### config.mk
export PLATFORM = sky130hd
export DESIGN_NAME = stopwatch_ctrl_flat
export DESIGN_NICKNAME = d
export VERILOG_FILES = /design/src/rtl/stopwatch_ctrl_if.sv /design/src/rtl/stopwatch_ctrl.sv /design/src/flat_wrapper.sv
export SDC_FILE = /design/constraint.sdc
export NUM_CORES = 1
export LEC_CHECK = 0
export ABC_AREA = 0
export BUFFER_PORTS_ARGS = -buffer_cell sky130_fd_sc_hd__buf_2
export CAP_MARGIN = 10
export CORE_AREA = 2 2 139 141
export CTS_BUF_LIST = sky130_fd_sc_hd__clkbuf_4 sky130_fd_sc_hd__clkbuf_8 sky130_fd_sc_hd__clkbuf_16
export DETAILED_ROUTE_END_ITERATION = 8
export DIE_AREA = 0 0 141 143
export PLACE_DENSITY = 0.79
export RECOVER_POWER = 100
export SLEW_MARGIN = 15
export SYNTH_ARGS = -nofsm -noshare
export SYNTH_HDL_FRONTEND = slang
export SYNTH_SLANG_ARGS = --single-unit
### constraint.sdc
create_clock -name clk -period 15.85 [get_ports clk]
set_input_delay 2.3775 -clock clk [delete_from_list [all_inputs] [get_ports clk]]
set_output_delay 2.3775 -clock clk [all_outputs]
set_load 0.05 [all_outputs]
### src/rtl/stopwatch_ctrl_if.sv
// Button-pulse and display bus between the stopwatch front panel and
// stopwatch_ctrl. The master side drives the debounced pulses and the lap
// selector; the slave side (the controller) drives the tick count and the
// status flags.
interface stopwatch_ctrl_if;
  logic        start_stop;
  logic        lap;
  logic        clear;
  logic [1:0]  lap_sel;
  logic [38:0] time_out;
  logic        running;
  logic        lap_view;
  logic [2:0]  lap_count;
  logic        overflow;

  modport master (
    output start_stop, lap, clear, lap_sel,
    input  time_out, running, lap_view, lap_count, overflow
  );

  modport slave (
    input  start_stop, lap, clear, lap_sel,
    output time_out, running, lap_view, lap_count, overflow
  );
endinterface

### src/rtl/stopwatch_ctrl.sv
// Stopwatch sequencing controller: run/pause/lap/clear FSM, tick prescaler,
// millisecond counter with saturation, and lap capture. Drives a registered
// 39-bit tick count to the time-to-BCD converter.
// Optional feature macro: LAP_BUFFER_EN (4-entry lap store selected by
// lap_sel). Without it a single lap register is kept and lap_sel is unused.
module stopwatch_ctrl #(
  parameter int unsigned TICKS_PER_MS = 100000,
  parameter int unsigned MAX_MS       = 5400000
) (
  input  logic            clk,
  input  logic            rst,
  stopwatch_ctrl_if.slave bus
);

  localparam int TW = (TICKS_PER_MS > 1) ? $clog2(TICKS_PER_MS) : 1;
  localparam int MW = $clog2(MAX_MS + 1);
  localparam logic [TW-1:0] TICK_LAST = TW'(TICKS_PER_MS - 1);
  localparam logic [MW-1:0] MS_LAST   = MW'(MAX_MS - 1);

  typedef enum logic [2:0] {IDLE, RUN, LAP, PAUSE, DONE} state_t;

  state_t        state;
  state_t        state_next;
  logic [TW-1:0] tick_cnt;
  logic [MW-1:0] ms_cnt;
  logic [38:0]   live;
  logic [38:0]   lap_shown;
  logic [2:0]    lap_count;
  logic          counting;
  logic          sat_hit;
  logic          count_en;
  logic          capture;
  logic          zero_all;

  // Counting happens only in RUN and LAP; saturation is the increment that
  // would carry ms_cnt onto MAX_MS.
  assign counting = (state == RUN) || (state == LAP);
  assign sat_hit  = counting && (tick_cnt == TICK_LAST) && (ms_cnt == MS_LAST);
  assign live     = 39'(ms_cnt) * 39'(TICKS_PER_MS) + 39'(tick_cnt);

  // Next state: saturation wins, then clear > start_stop > lap among the
  // pulses that are legal in the current state.
  always_comb begin
    // NOTE: every signal written here gets a default first, so no branch can leave one unassigned and infer a latch.
    state_next = state;
    capture    = 1'b0;
    zero_all   = 1'b0;
    case (state)
      IDLE: if (bus.start_stop) state_next = RUN;
      RUN: begin
        if (sat_hit)             state_next = DONE;
        else if (bus.start_stop) state_next = PAUSE;
        else if (bus.lap) begin
          state_next = LAP;
          capture    = 1'b1;
        end
      end
      LAP: begin
        if (sat_hit)             state_next = DONE;
        else if (bus.start_stop) state_next = PAUSE;
        else if (bus.lap)        state_next = RUN;
      end
      PAUSE: begin
        if (bus.clear) begin
          state_next = IDLE;
          zero_all   = 1'b1;
        end else if (bus.start_stop) begin
          state_next = RUN;
        end
      end
      DONE: begin
        if (bus.clear) begin
          state_next = IDLE;
          zero_all   = 1'b1;
        end
      end
      default: state_next = IDLE;
    endcase
  end

  // A pause takes effect on its own edge, so the edge that leaves for PAUSE
  // does not count; that keeps sub-ms progress exact across pauses.
  assign count_en = counting && (state_next != PAUSE);

  // State register
  always_ff @(posedge clk) begin
    // NOTE: sequential state uses non-blocking assignments so every flop samples the pre-edge values.
    if (rst) state <= IDLE;
    else     state <= state_next;
  end

  // Prescaler and millisecond counter; saturation lands on ms_cnt=MAX_MS, tick_cnt=0
  always_ff @(posedge clk) begin
    if (rst || zero_all) begin
      tick_cnt <= '0;
      ms_cnt   <= '0;
    end else if (count_en) begin
      if (tick_cnt == TICK_LAST) begin
        tick_cnt <= '0;
        ms_cnt   <= ms_cnt + MW'(1);
      end else begin
        tick_cnt <= tick_cnt + TW'(1);
      end
    end
  end

`ifdef LAP_BUFFER_EN
  logic [38:0] laps [4];
  logic [1:0]  newest;

  assign newest    = 2'(lap_count - 3'd1);
  assign lap_shown = ({1'b0, bus.lap_sel} < lap_count) ? laps[bus.lap_sel] : laps[newest];

  // Lap store: append captures until four entries are held, then keep them
  always_ff @(posedge clk) begin
    if (rst || zero_all) begin
      // NOTE: entries are zeroed on clear/rst, not merely hidden behind lap_count, so no old lap can ever reach time_out.
      for (int i = 0; i < 4; i++) laps[i] <= '0;
      lap_count <= '0;
    end else if (capture && (lap_count != 3'd4)) begin
      laps[lap_count[1:0]] <= live;
      lap_count            <= lap_count + 3'd1;
    end
  end
`else
  logic [38:0] lap_reg;
  logic        unused_lap_sel;

  assign unused_lap_sel = ^bus.lap_sel;
  assign lap_shown      = lap_reg;

  // Single lap register, overwritten by every capture
  always_ff @(posedge clk) begin
    if (rst || zero_all) begin
      lap_reg   <= '0;
      lap_count <= '0;
    end else if (capture) begin
      lap_reg   <= live;
      lap_count <= 3'd1;
    end
  end
`endif

  assign bus.lap_count = lap_count;

  // Registered outputs: flags decode the new state, time_out trails the counters by one cycle
  always_ff @(posedge clk) begin
    if (rst) begin
      bus.time_out <= '0;
      bus.running  <= 1'b0;
      bus.lap_view <= 1'b0;
      bus.overflow <= 1'b0;
    end else begin
      bus.time_out <= (state == LAP) ? lap_shown : live;
      bus.running  <= (state_next == RUN) || (state_next == LAP);
      bus.lap_view <= (state_next == LAP);
      bus.overflow <= (state_next == DONE);
    end
  end

endmodule

### src/flat_wrapper.sv
// flat-port wrapper written by rule: the top's interface ports become plain ports
module stopwatch_ctrl_flat 
#(
  parameter int unsigned TICKS_PER_MS = 100000,
  parameter int unsigned MAX_MS       = 5400000
)
  (clk, rst, bus_start_stop, bus_lap, bus_clear, bus_lap_sel, bus_time_out, bus_running, bus_lap_view, bus_lap_count, bus_overflow);
  stopwatch_ctrl_if bus_i ();
  input  logic clk;
  input  logic rst;
  input wire logic [$bits(bus_i.start_stop)-1:0] bus_start_stop;
  input wire logic [$bits(bus_i.lap)-1:0] bus_lap;
  input wire logic [$bits(bus_i.clear)-1:0] bus_clear;
  input wire logic [$bits(bus_i.lap_sel)-1:0] bus_lap_sel;
  output wire logic [$bits(bus_i.time_out)-1:0] bus_time_out;
  output wire logic [$bits(bus_i.running)-1:0] bus_running;
  output wire logic [$bits(bus_i.lap_view)-1:0] bus_lap_view;
  output wire logic [$bits(bus_i.lap_count)-1:0] bus_lap_count;
  output wire logic [$bits(bus_i.overflow)-1:0] bus_overflow;
  assign bus_i.start_stop = bus_start_stop;
  assign bus_i.lap = bus_lap;
  assign bus_i.clear = bus_clear;
  assign bus_i.lap_sel = bus_lap_sel;
  assign bus_time_out = bus_i.time_out;
  assign bus_running = bus_i.running;
  assign bus_lap_view = bus_i.lap_view;
  assign bus_lap_count = bus_i.lap_count;
  assign bus_overflow = bus_i.overflow;
  stopwatch_ctrl #(.TICKS_PER_MS(TICKS_PER_MS), .MAX_MS(MAX_MS)) u_core (.clk(clk), .rst(rst), .bus(bus_i));
endmodule
### Word level (Yosys, flattened, before mapping)

Cells that the tools add are included.

* register bits after elaboration: 125
* bits of input ports: 7
* output and inout bits: 45
* logic and storage cells: 50

* $add $sub $neg: 3
* multiply operators: 1
* equality and inequality tests: 10
* muxes and demuxes: 18
* reductions and logical operators: 9

Operators with widths (count)
* $add A39 B17 Y39: 1
* $mux W39: 1
* $mul A23 B12 Y34 const B: 1
* $mux W3: 9
* $add A23 B1 Y23 const B: 1
* $eq A23 B23 Y1 const B: 1
* $add A17 B1 Y17 const B: 1
* $eq A17 B17 Y1 const B: 1
* $mux W17: 1
* $pmux W3 S5: 1
* $eq A3 B2 Y1 const B: 3
* $eq A3 B1 Y1 const B: 2
* $eq A3 B3 Y1 const B: 2
* $mux W1: 6
* $logic_and A1 B1 Y1: 3
* $logic_not A3 Y1: 1
* $logic_or A1 B1 Y1: 3
* $ne A3 B2 Y1 const B: 1
* $reduce_and A2 Y1: 1
* $reduce_or A2 Y1: 1

### Longest topological paths before layout

Gate-level depths: netlist of the first run.

* depth in word-level cells: 9
* depth in mapped cells: 23
* gate-level depth less buffers: 22

### Worst setup path before layout of the first run

Ideal clock, no wire load.

* path type: reg-to-reg
* start point: reg u_core.ms_cnt[12]
* end point: reg u_core.bus.time_out[35]
* setup time: 70 ps
* arrival time: 5498 ps
* data required time: 15780 ps
* slack: 10282 ps
* cell stages (with the launch flop): 24
* path buffers: 1
* clock period less this slack: 5568 ps
* cell sequence: dfxtp_1 > inv_1 > ha_1 > inv_1 > ha_1 > inv_1 > fa_1 > inv_1 > fa_1 > inv_1 > fa_1 > inv_1 > ha_1 > buf_2 > and4_1 > and3_1 > a221oi_2 > a21oi_2 > xor2_1 > or4b_1 > nor4_1 > xnor2_1 > nand2_1 > a21oi_1

* word-level cells in the longest chain between the ends: 3

Ends and longest elaborated chain
* start: declaration: RTL line stopwatch_ctrl.sv:25 `logic [MW-1:0] ms_cnt;`
* start signal: assignment: RTL line stopwatch_ctrl.sv:100 `ms_cnt <= ms_cnt + MW'(1);`
* $mul A23 B12 Y34: RTL line stopwatch_ctrl.sv:39 `assign live = 39'(ms_cnt) * 39'(TICKS_PER_MS) + 39'(tick_cnt);`
* $add A39 B17 Y39: RTL line stopwatch_ctrl.sv:39
* $mux W39: RTL line stopwatch_ctrl.sv:154 `bus.time_out <= (state == LAP) ? lap_shown : live;`
* end signal: assignment: RTL line stopwatch_ctrl.sv:154
* end: declaration: RTL line stopwatch_ctrl_if.sv:23 `output time_out, running, lap_view, lap_count, overflow`

Every way passes these cells.
A chain may end at the register's enable or synchronous reset.

### Final worst setup path of the first run

* start point: reg u_core.ms_cnt[9]
* end point: reg u_core.lap_reg[38]

* word-level cells in the longest chain between the ends: 4
* elaborated cells between the ends (all ways): 6
* those cells by class: add/sub (1); mul (1); eq/ne (1); mux (2); reduce/logical (1)

Ends and longest elaborated chain
* branches (longest 4 deep; another with $add A39 B17 Y39)
* end signal: assignment: RTL line stopwatch_ctrl.sv:138 `lap_reg <= live;`
* end: declaration: RTL line stopwatch_ctrl.sv:126 `logic [38:0] lap_reg;`

Several ways; the timed one is not identified.

==> results.tsv, run 1 <==
stage	metric	value	unit
sta	Fin. Hold Viols	0	
sta	unrepaired setup endpoints after global routing	false	
grt	initial antenna violation count	0	
finish	Finished Layout Cells	1585	
sta	Worst Max-Slew Pin Slew	2.93	ns
floorplan	die width	141	µm
place	Final GP Congestion	0.897	
clock_tree	CTS buffer count	17	
setup_path	CP endpoint kind	flop	
detailed_routing	DR iter-0 viols	512	
grt	grt total ovfl	0	
worst_hold_path	worst hold stages	2	
sta	fin. max-slew vios	109	
finish	synthesis-to-finish area growth	8.14	%
detailed_routing	total number of vias	8748	
clock_tree	CTS tree	built	
setup_path	worst path arrival time	6.73	ns
grt	Most Crowded Layer GR	met2	
clock_tree	clock sinks	125	
clock_tree	number of setup buffers added after CTS	0	
pwr	pwr/cell area	67.6	nW/µm²
grt	met3 Usage GRT	3.99	%
setup_path	CP Launch Type	flop	
grt	met1 global-route usage	32.7	%
detailed_routing	vias per cell	5.52	
clock_tree	CTS Hold Bufs	0	
floorplan	Initial Utilization	59.2	%
grt	first-pass GRT wire length	40.1	mm
synth	Seq/Total Area, Yosys	22.8	%
setup_path	Crit Reg-Reg Startpoint	u_core.ms_cnt[9]$_SDFFE_PP0P_	
synth	fraction of registers with async set or reset after synthesis	0	%
finish	antenna diode count	0	
sta	min cycle time layout	6.56	ns
sta	setup TNS	0	ns
synth	mapped cell area	11000	µm²
floorplan	core box area	18600	µm²
clock_tree	post-CTS resize count	0	
clock_tree	clk buf depth	2	
pwr	VDD IR max	0.0669	mV
status	status	complete, but fails checks	
finish	NumNets Final	1565	
setup_path	CP Class	flop to flop	
worst_hold_path	Tightest Hold Check Type	flop to flop	
status	violated checks	max-capacitance violations, max-slew violations	
floorplan	Rows	50	
sta	fin crit share	41.4	%
setup_path	CP Max Fanout	13	
pwr	LEAKAGE	5.58	nW
place	placed insts	1553	
clock_tree	Clk Latency, worst-skew pair	0.43	ns
synth	cells after synthesis	1316	
detailed_routing	WL/cell	15.1	µm
clock_tree	CTS Root Cell	clkbuf_16	
finish	fraction of layout cells with a size suffix above 1	4.74	%
sta	relative slew slack	-95.4	%
sta	# setup viols final	0	
sta	skew final	0.0140	ns
detailed_routing	residual DRC count	0	
place	I/O Buffers	47	
synth	Synth Warn #	0	
clock_tree	CTS H-tree depth	4	
setup_path	Reg2Reg Depth	22	
run	# Max-Cap Violations	2	
floorplan	# IOs	52	
synth	ys flop type	dfxtp_1	
sta	Max Freq	0.152	GHz
place	post-DP HPWL	18.4	mm
synth	Post-synth EDFFs	0	
synth	synth unique cells	74	
setup_path	CP required	16.03	ns
grt	vias in the first global route	8583	
grt	GR Util All Layers	24.7	%
grt	met2 GRT Util	41.7	%
worst_hold_path	hold path start	u_core.lap_reg[8]$_SDFFE_PP0P_	
detailed_routing	final wirelength	24.0	mm
synth	synthesized area per cell	8.35	µm²
setup_path	CP Launch Point	u_core.ms_cnt[9]$_SDFFE_PP0P_	
detailed_routing	DRT antenna net count	0	
grt	largest net degree at the start of global routing	64	
floorplan	Die ar.	20200	µm²
synth	Yosys reg bits	125	
clock_tree	clk slew on worst S/H paths	0.06	ns
floorplan	Die Y	143	µm
detailed_routing	Initial DRT Pass Iterations	5	
path summary, 6_finish.rpt:
| path | to | slack (ns) |
|---|---|---|
| worst max-delay path | u_core.lap_reg[38]$_SDFFE_PP0P_ | 9.29 |
| worst min-delay path | u_core.lap_reg[8]$_SDFFE_PP0P_ | 0.46 |
| worst max register to register | u_core.lap_reg[38]$_SDFFE_PP0P_ | 9.29 |
| worst min register to register | u_core.lap_reg[8]$_SDFFE_PP0P_ | 0.46 |
Yosys cell counts, types with 3 or more instances:
master	count	area share (%)
inv_1	214	7.3
ha_1	152	17
dfxtp_1	125	23
nand2_1	120	4.1
nor2_1	120	4.1
a21oi_1	87	4.0
fa_1	68	12
xnor2_1	58	4.6
a211oi_1	40	2.7
xor2_1	39	3.1
clkbuf_1	32	1.1
o21ai_0	27	1.2
nand3_1	25	1.1
nand4_1	19	1.1
nor3_1	17	0.77
and3_1	13	0.74
nand2b_1	12	0.68
a31oi_1	11	0.63
a21o_1	10	0.68
buf_2	9	0.41
nor2b_1	9	0.51
and4_1	8	0.64
or3_1	8	0.46
nor4_1	6	0.34
o211ai_1	6	0.41
o21a_1	6	0.41
and2_1	5	0.28
o21ai_1	5	0.23
buf_1	4	0.14
a221oi_2	3	0.41
a22oi_1	3	0.20
nor4b_1	3	0.24
or2_2	3	0.17
power breakdown:
part,leakage (nW),internal [mW],switching (mW)
registers,1.01,0.322,0.00503
clock network,0.309,0.253,0.168
logic,4.26,0.0130,0.0424
total,5.58,0.588,0.215
metrics by stage:
step	hold slack (ns)	worst slack, ns	area (µm²)	power (mW)	utilization, %
after detailed placement	0.441	9.65	11300	0.390	61.1
after CTS	0.451	9.63	12000	0.807	64.4
after global routing	0.475	8.83	11900	0.826	64.0
after floorplan	0.432	10.28	11000	0.378	-
final	0.457	9.29	11900	0.804	64.0
after global placement	0.438	9.75	11300	0.389	61.1
area by class of cell:
class | count | area (µm²)
Timing Repair Buffer | 50 | 199
Inverter | 214 | 803
Multi-Input combinational cell | 930 | 7470
Sequential cell | 125 | 2500
Fill cell | 1531 | 6690
Tap cell | 234 | 293
Clock inverter | 15 | 199
Clock buffer | 17 | 425
logic make-up (layout without fill, tap and decap cells):
group,Yosys count,count (layout),synth area share (%)
AOI/OAI and AO/OA,227,227,13.5
xor gates and xnor gates,98,98,7.88
adders and majority gates,220,220,29.7
buffers and inverters,262,296,9.21
DFF,125,125,22.8
muxes,1,1,0.0911
other,1,2,0.0341
and+or+nand+nor,382,382,16.9
cell usage in the layout (no fill, tap or decap), types with 25 or more instances in the layout:
| cell type | count |
|---|---|
| a211oi_1 | 40 |
| a21oi_1 | 87 |
| dfxtp_1 | 125 |
| o21ai_0 | 29 |
| inv_1 | 214 |
| clkbuf_1 | 45 |
| ha_1 | 152 |
| xor2_1 | 39 |
| nand2_1 | 120 |
| xnor2_1 | 58 |
| nand3_1 | 25 |
| fa_1 | 68 |
| nor2_1 | 120 |
worst max-delay path, stage by stage, from the launching register on:
cell      delay [ns]
dfxtp_1         0.46
inv_1           0.07
ha_1            0.27
inv_1           0.06
ha_1            0.27
inv_1           0.10
fa_1            0.54
inv_1           0.05
fa_1            0.48
inv_1           0.06
fa_1            0.52
inv_1           0.04
ha_1            0.45
a21oi_1         0.24
o21ai_0         0.17
a31oi_1         0.21
xnor2_1         0.18
nor4b_1         0.98
nand3b_4        0.21
or3_1           0.38
nor3_1          0.24
xnor2_1         0.20
a211oi_1        0.11
layer usage:
layer,vias up,part of all wire [%]
li1,4404,-
met1,4069,47
met2,236,46
met3,39,4.7
met4,0,1.8
met5,-,0
(Power assumes the default switching activity.)
==> run 2, diff against run 1 <==
==> constraint.sdc (replaced) <==
create_clock -name clk -period 6.6 [get_ports clk]
set_input_delay 0.99 -clock clk [delete_from_list [all_inputs] [get_ports clk]]
set_output_delay 0.99 -clock clk [all_outputs]
set_load 0.05 [all_outputs]
==> results.tsv, run 2 (synthesis gave the netlist of run 1 again) <==
stage	metric	value	unit	change
finish	commonest cells after routing, fill and taps aside	inv_1 (214), ha_1 (152), dfxtp_1 (125)		
floorplan	Die Y	143	µm	unchanged
detailed_routing	WL/cell	15.3	µm	+0.93%
sta	fin. max-slew vios	0		-100%
sta	fin crit share	93.5	%	+52 points
place	dpl ws	0.472	ns	-9.18 ns
grt	Most Crowded Layer GR	met2		
setup_path	CP Class	flop to flop		
grt	vias in the first global route	8669		+1.0%
sta	setup TNS	0	ns	unchanged
worst_hold_path	Tightest Hold Check Type	flop to flop		
setup_path	CP Launch Type	flop		
setup_path	worst path arrival time	6.52	ns	-0.21 ns
clock_tree	CTS Hold Bufs	0		unchanged
sta	Worst Max-Slew Pin Slew	1.11	ns	-1.82 ns
grt	grt total ovfl	0		unchanged
grt	first-pass GRT wire length	40.9	mm	+2.0%
place	Final GP Congestion	0.913		+1.8%
run	# Max-Cap Violations	0		-2
clock_tree	clk buf depth	2		unchanged
setup_path	Crit Reg-Reg Startpoint	u_core.ms_cnt[12]$_SDFFE_PP0P_		
setup_path	CP Max Fanout	10		-3
finish	FF/Latch Area	2500	µm²	unchanged
sta	final worst slack	0.432	ns	-8.86 ns
finish	synthesis-to-finish area growth	7.65	%	
finish	footprint of the multi-input gates	7460	µm²	about the same
sta	# setup viols final	0		unchanged
status	status	complete, no violations		
clock_tree	Clk Latency, worst-skew pair	0.43	ns	about the same
sta	skew final	0.0121	ns	-0.00190 ns
detailed_routing	DRT antenna net count	0		unchanged
detailed_routing	Initial DRT Pass Iterations	5		unchanged
grt	met3 Usage GRT	3.99	%	unchanged
setup_path	CP required	6.95	ns	-9.08 ns
grt	met1 global-route usage	32.5	%	-0.22 points
clock_tree	clock sinks	125		unchanged
sta	Max Freq	0.162	GHz	+6.3%
setup_path	worst setup path end	u_core.bus.time_out[35]$_SDFF_PP0_		
grt	largest net degree at the start of global routing	64		unchanged
grt	initial antenna violation count	0		unchanged
place	post-DP HPWL	18.6	mm	+1.3%
pwr	pwr/cell area	155	nW/µm²	+130%
pwr	LEAKAGE	5.53	nW	-0.78%
setup_path	Reg2Reg Depth	22		unchanged
clock_tree	clk slew on worst S/H paths	0.07	ns	about the same
floorplan	Rows	50		unchanged
floorplan	die width	141	µm	unchanged
clock_tree	number of setup buffers added after CTS	0		unchanged
sta	Fin. Hold Viols	0		unchanged
sta	unrepaired setup endpoints after global routing	false		
finish	antenna diode count	0		unchanged
floorplan	core box area	18600	µm²	unchanged
grt	met2 GRT Util	42.6	%	+0.98 points
pwr	VDD IR max	0.159	mV	+140%
setup_path	Worst R2R Setup Slack	0.43	ns	-8.86 ns
clock_tree	CTS H-tree depth	4		unchanged
setup_path	CP Launch Point	u_core.ms_cnt[12]$_SDFFE_PP0P_		
detailed_routing	DR iter-0 viols	486		-5.1%
detailed_routing	final wirelength	24.2	mm	+0.93%
sta	Worst Hold Margin	0.453	ns	-0.00333 ns
finish	commonest non-fill, non-tap cell in the layout	inv_1		
place	I/O Buffers	47		unchanged
floorplan	Die ar.	20200	µm²	unchanged
detailed_routing	total number of vias	8845		+1.1%
sta	relative slew slack	25.8	%	+120 points
clock_tree	post-CTS resize count	0		unchanged
finish	Fill cells	1579		+3.1%
clock_tree	CTS buffer count	17		unchanged
detailed_routing	residual DRC count	0		unchanged
setup_path	worst flop-to-flop path endpoint	u_core.bus.time_out[35]$_SDFF_PP0_		
clock_tree	CTS tree	built		
floorplan	Initial Utilization	59.2	%	unchanged
finish	NumNets Final	1565		unchanged
grt	GR Util All Layers	25.1	%	+0.42 points
clock_tree	CTS Root Cell	clkbuf_16		
sta	min cycle time layout	6.17	ns	-0.389 ns
finish	fraction of layout cells with a size suffix above 1	4.66	%	-0.074 points
floorplan	# IOs	52		unchanged
detailed_routing	vias per cell	5.58		+1.1%
setup_path	CP endpoint kind	flop		
-- run 2: cell type report --
| type | instances | area share (%) |
|---|---|---|
| Tap cell | 234 | 2.47 |
| Sequential cell | 125 | 21.1 |
| Inverter | 214 | 6.79 |
| Clock inverter | 15 | 1.25 |
| Timing Repair Buffer | 50 | 1.69 |
| Multi-Input combinational cell | 930 | 63.1 |
| Clock buffer | 17 | 3.59 |
-- run 2: where the power goes --
part / internal, mW / total (mW) / leakage [nW] / switching [mW]
clock: 0.501 / 0.913 / 0.273 / 0.413
combinational: 0.0309 / 0.133 / 4.25 / 0.102
sequential: 0.773 / 0.786 / 1.01 / 0.0130
total: 1.30 / 1.83 / 5.53 / 0.528
-- run 2: per-stage QoR --
| step | util (%) | power [mW] | cells | instance area [µm²] |
|---|---|---|---|---|
| 2_1_floorplan | - | 0.908 | 1317 | 11000 |
| 3_3_place_gp | 61.1 | 0.935 | 1553 | 11300 |
| 3_5_place_dp | 61.1 | 0.937 | 1553 | 11300 |
| 4_1_cts | 64.2 | 1.84 | 1585 | 11900 |
| 5_1_grt | 63.7 | 1.89 | 1585 | 11800 |
| 6_report | 63.7 | 1.83 | 1585 | 11800 |
-- run 2: layer usage --
layer | wire (µm) | vias to the layer above
met2 | 11400 | 238
met5 | 0 | -
li1 | - | 4408
met4 | 627 | 0
met1 | 11200 | 4149
met3 | 1010 | 50
-- run 2: worst min path at each step --
stage                                    start                                  to  slack [ns]  cells after the start
2_1_floorplan   u_core.lap_reg[5]$_SDFFE_PP0P_   u_core.bus.time_out[5]$_SDFF_PP0_        0.43                      2
3_3_place_gp   u_core.lap_reg[10]$_SDFFE_PP0P_  u_core.bus.time_out[10]$_SDFF_PP0_        0.44                      2
3_5_place_dp    u_core.lap_reg[5]$_SDFFE_PP0P_   u_core.bus.time_out[5]$_SDFF_PP0_        0.44                      2
4_1_cts         u_core.lap_reg[5]$_SDFFE_PP0P_   u_core.bus.time_out[5]$_SDFF_PP0_        0.45                      2
5_1_grt        u_core.lap_reg[12]$_SDFFE_PP0P_     u_core.lap_reg[12]$_SDFFE_PP0P_        0.47                      2
6_report        u_core.lap_reg[5]$_SDFFE_PP0P_   u_core.bus.time_out[5]$_SDFF_PP0_        0.45                      2
-- run 2: critical path: stages, from the launching register on --
cell      delay, ns
dfxtp_1        0.43
inv_1          0.11
ha_1           0.30
inv_1          0.04
ha_1           0.27
inv_1          0.09
fa_1           0.56
inv_1          0.07
fa_1           0.53
inv_1          0.05
fa_1           0.53
inv_1          0.04
ha_1           0.40
and4_1         0.27
and3_1         0.18
a221oi_2       0.45
a21oi_2        0.15
xor2_1         0.37
or4b_1         0.48
nor4_1         0.33
xnor2_1        0.19
nand2_1        0.08
a21oi_1        0.18
==> run 3, diff against run 2 <==
--- a/config.mk
+++ b/config.mk
@@ -6,13 +6,13 @@
 export NUM_CORES = 1
 export LEC_CHECK = 0
 export ABC_AREA = 0
-export BUFFER_PORTS_ARGS = -buffer_cell sky130_fd_sc_hd__buf_2
 export CAP_MARGIN = 10
 export CORE_AREA = 2 2 139 141
 export CTS_BUF_LIST = sky130_fd_sc_hd__clkbuf_4 sky130_fd_sc_hd__clkbuf_8 sky130_fd_sc_hd__clkbuf_16
 export DETAILED_ROUTE_END_ITERATION = 8
 export DIE_AREA = 0 0 141 143
-export PLACE_DENSITY = 0.79
+export DONT_BUFFER_PORTS = 1
+export PLACE_DENSITY = 0.77
 export RECOVER_POWER = 100
 export SLEW_MARGIN = 15
 export SYNTH_ARGS = -nofsm -noshare
==> results.tsv, run 3 (synthesis gave the netlist of run 1 again) <==
stage	metric	value	unit	change
status	status	complete, but fails checks		
status	violated checks	max-capacitance violations, max-slew violations		
floorplan	# IOs	52		unchanged
place	placed inst area	11100	µm²	-2.0%
setup_path	worst path arrival time	6.45	ns	-0.07 ns
detailed_routing	final wirelength	23.5	mm	-3.0%
floorplan	core box area	18600	µm²	unchanged
detailed_routing	DRT antenna net count	0		unchanged
clock_tree	post-CTS resize count	0		unchanged
floorplan	Die Y	143	µm	unchanged
sta	unrepaired setup endpoints after global routing	false		
floorplan	Rows	50		unchanged
worst_hold_path	worst hold stages	2		unchanged
grt	largest net degree at the start of global routing	64		unchanged
setup_path	worst flop-to-flop path endpoint	u_core.lap_reg[38]$_SDFFE_PP0P_		
sta	skew final	0.0112	ns	-0.000864 ns
sta	Worst Max-Slew Pin Slew	1.93	ns	+0.817 ns
grt	first-pass GRT wire length	39.8	mm	-2.7%
place	I/O Buffers	0		-100%
clock_tree	CTS tree	built		
sta	relative slew slack	-28.4	%	-54 points
pwr	LEAKAGE	5.49	nW	-0.74%
setup_path	CP endpoint kind	flop		
pwr	pwr/cell area	160	nW/µm²	+3.4%
clock_tree	CTS Hold Bufs	0		unchanged
setup_path	Worst R2R Setup Slack	0.36	ns	-0.07 ns
setup_path	Crit Reg-Reg Startpoint	u_core.ms_cnt[11]$_SDFFE_PP0P_		
clock_tree	clk buf depth	2		unchanged
worst_hold_path	Tightest Hold Check Type	flop to flop		
finish	Final Util	62.9	%	-0.79 points
sta	# setup viols final	0		unchanged
setup_path	CP Launch Type	flop		
finish	synthesis-to-finish area growth	6.32	%	
sta	min cycle time layout	6.24	ns	+0.0686 ns
detailed_routing	WL/cell	15.3	µm	-0.14%
detailed_routing	vias per cell	5.51		-1.2%
finish	antenna diode count	0		unchanged
finish	commonest cells after routing, fill and taps aside	inv_1 (214), ha_1 (152), dfxtp_1 (125)		
sta	setup TNS	0	ns	unchanged
clock_tree	number of setup buffers added after CTS	0		unchanged
clock_tree	CTS buffer count	17		unchanged
clock_tree	CTS H-tree depth	4		unchanged
run	# Max-Cap Violations	2		+2
floorplan	Die ar.	20200	µm²	unchanged
sta	fin. max-slew vios	48		+48
setup_path	CP Max Fanout	12		+2
finish	fraction of layout cells with a size suffix above 1	4.52	%	-0.14 points
finish	NumNets Final	1519		-2.9%
clock_tree	clock sinks	125		unchanged
worst_hold_path	Min-Delay Endpoint	u_core.bus.time_out[4]$_SDFF_PP0_		
detailed_routing	DR iter-0 viols	471		-3.1%
grt	grt total ovfl	0		unchanged
place	placed insts	1507		-3.0%
finish	cell area after layout	11700	µm²	-1.2%
detailed_routing	Initial DRT Pass Iterations	5		unchanged
worst_hold_path	hold path start	u_core.lap_reg[4]$_SDFFE_PP0P_		
grt	vias in the first global route	8244		-4.9%
clock_tree	CTS Root Cell	clkbuf_16		
clock_tree	Clk Latency, worst-skew pair	0.43	ns	about the same
setup_path	CP Class	flop to flop		
place	Final GP Congestion	0.909		-0.45%
sta	fin crit share	94.5	%	+1.0 points
place	post-DP HPWL	18.1	mm	-2.5%
grt	GR Util All Layers	24.3	%	-0.78 points
pwr	total power	1.87	mW	+2.1%
detailed_routing	total number of vias	8487		-4.0%
grt	initial antenna violation count	0		unchanged
finish	commonest non-fill, non-tap cell in the layout	inv_1		
floorplan	die width	141	µm	unchanged
pwr	VDD IR max	0.174	mV	+9.1%
setup_path	CP required	6.81	ns	-0.14 ns
setup_path	Reg2Reg Depth	22		unchanged
sta	Fin. Hold Viols	0		unchanged
sta	Max Freq	0.160	GHz	-1.1%
finish	Finished Layout Cells	1539		-2.9%
detailed_routing	residual DRC count	0		unchanged
clock_tree	clk slew on worst S/H paths	0.06	ns	about the same
floorplan	Initial Utilization	59.2	%	unchanged
-- run 3: worst max-delay path by stage --
stage / from / endpoint / slack [ns] / cells past startpoint
floorplan: u_core.ms_cnt[12]$_SDFFE_PP0P_ / u_core.bus.time_out[35]$_SDFF_PP0_ / 1.03 / 23
global route: u_core.ms_cnt[6]$_SDFFE_PP0P_ / u_core.bus.time_out[32]$_SDFF_PP0_ / 0.04 / 22
global placement: u_core.ms_cnt[11]$_SDFFE_PP0P_ / u_core.bus.time_out[37]$_SDFF_PP0_ / 0.52 / 22
CTS: u_core.ms_cnt[11]$_SDFFE_PP0P_ / u_core.bus.time_out[37]$_SDFF_PP0_ / 0.38 / 22
detailed placement: u_core.ms_cnt[11]$_SDFFE_PP0P_ / u_core.bus.time_out[37]$_SDFF_PP0_ / 0.40 / 22
finish: u_core.ms_cnt[11]$_SDFFE_PP0P_ / u_core.lap_reg[38]$_SDFFE_PP0P_ / 0.36 / 22
-- run 3: report_power, final --
part / switching [mW] / internal, mW / total [mW]
sequential: 0.0459 / 0.774 / 0.819
combinational: 0.0597 / 0.0274 / 0.0871
clock: 0.395 / 0.570 / 0.965
-- run 3: worst max-delay path, stage by stage, from the launching register on --
cell and delay [ns]:
dfxtp_1 0.42, inv_1 0.11, ha_1 0.28, inv_1 0.04, ha_1 0.26, inv_1 0.09
fa_1 0.55, inv_1 0.06, fa_1 0.53, inv_1 0.05, fa_1 0.53, inv_1 0.04
ha_1 0.44, and4_1 0.28, and3_1 0.17, a221oi_2 0.47, xnor2_1 0.24, and3_1 0.35
nand4_4 0.15, or3_1 0.40, nor3_1 0.24, xnor2_1 0.20, a211oi_1 0.12
-- run 3: metal layers --
layer	track usage [%]	routed length [µm]	vias to the layer above	part of all wire (%)
li1	-	-	4303	-
met1	33.0	11300	3985	48
met2	41.2	11100	174	47
met3	3.52	789	25	3.4
met4	5.58	272	0	1.2
met5	0	0	-	0
-- run 3: layout make-up --
cell class              count  area [µm²]
inverters                 214         803
well taps                 234         293
clock buffers              17         425
multi-input cells         930        7460
clock inverters            15         178
flip-flops and latches    125        2500
repair buffers              4        22.5
fillers                  1559        6890
-- run 3: stage by stage --
stage	hold WS (ns)	setup WS [ns]
global placement	0.433	0.515
finish	0.447	0.363
floorplan	0.432	1.03
global route	0.473	0.0360
detailed placement	0.442	0.403
CTS	0.451	0.377
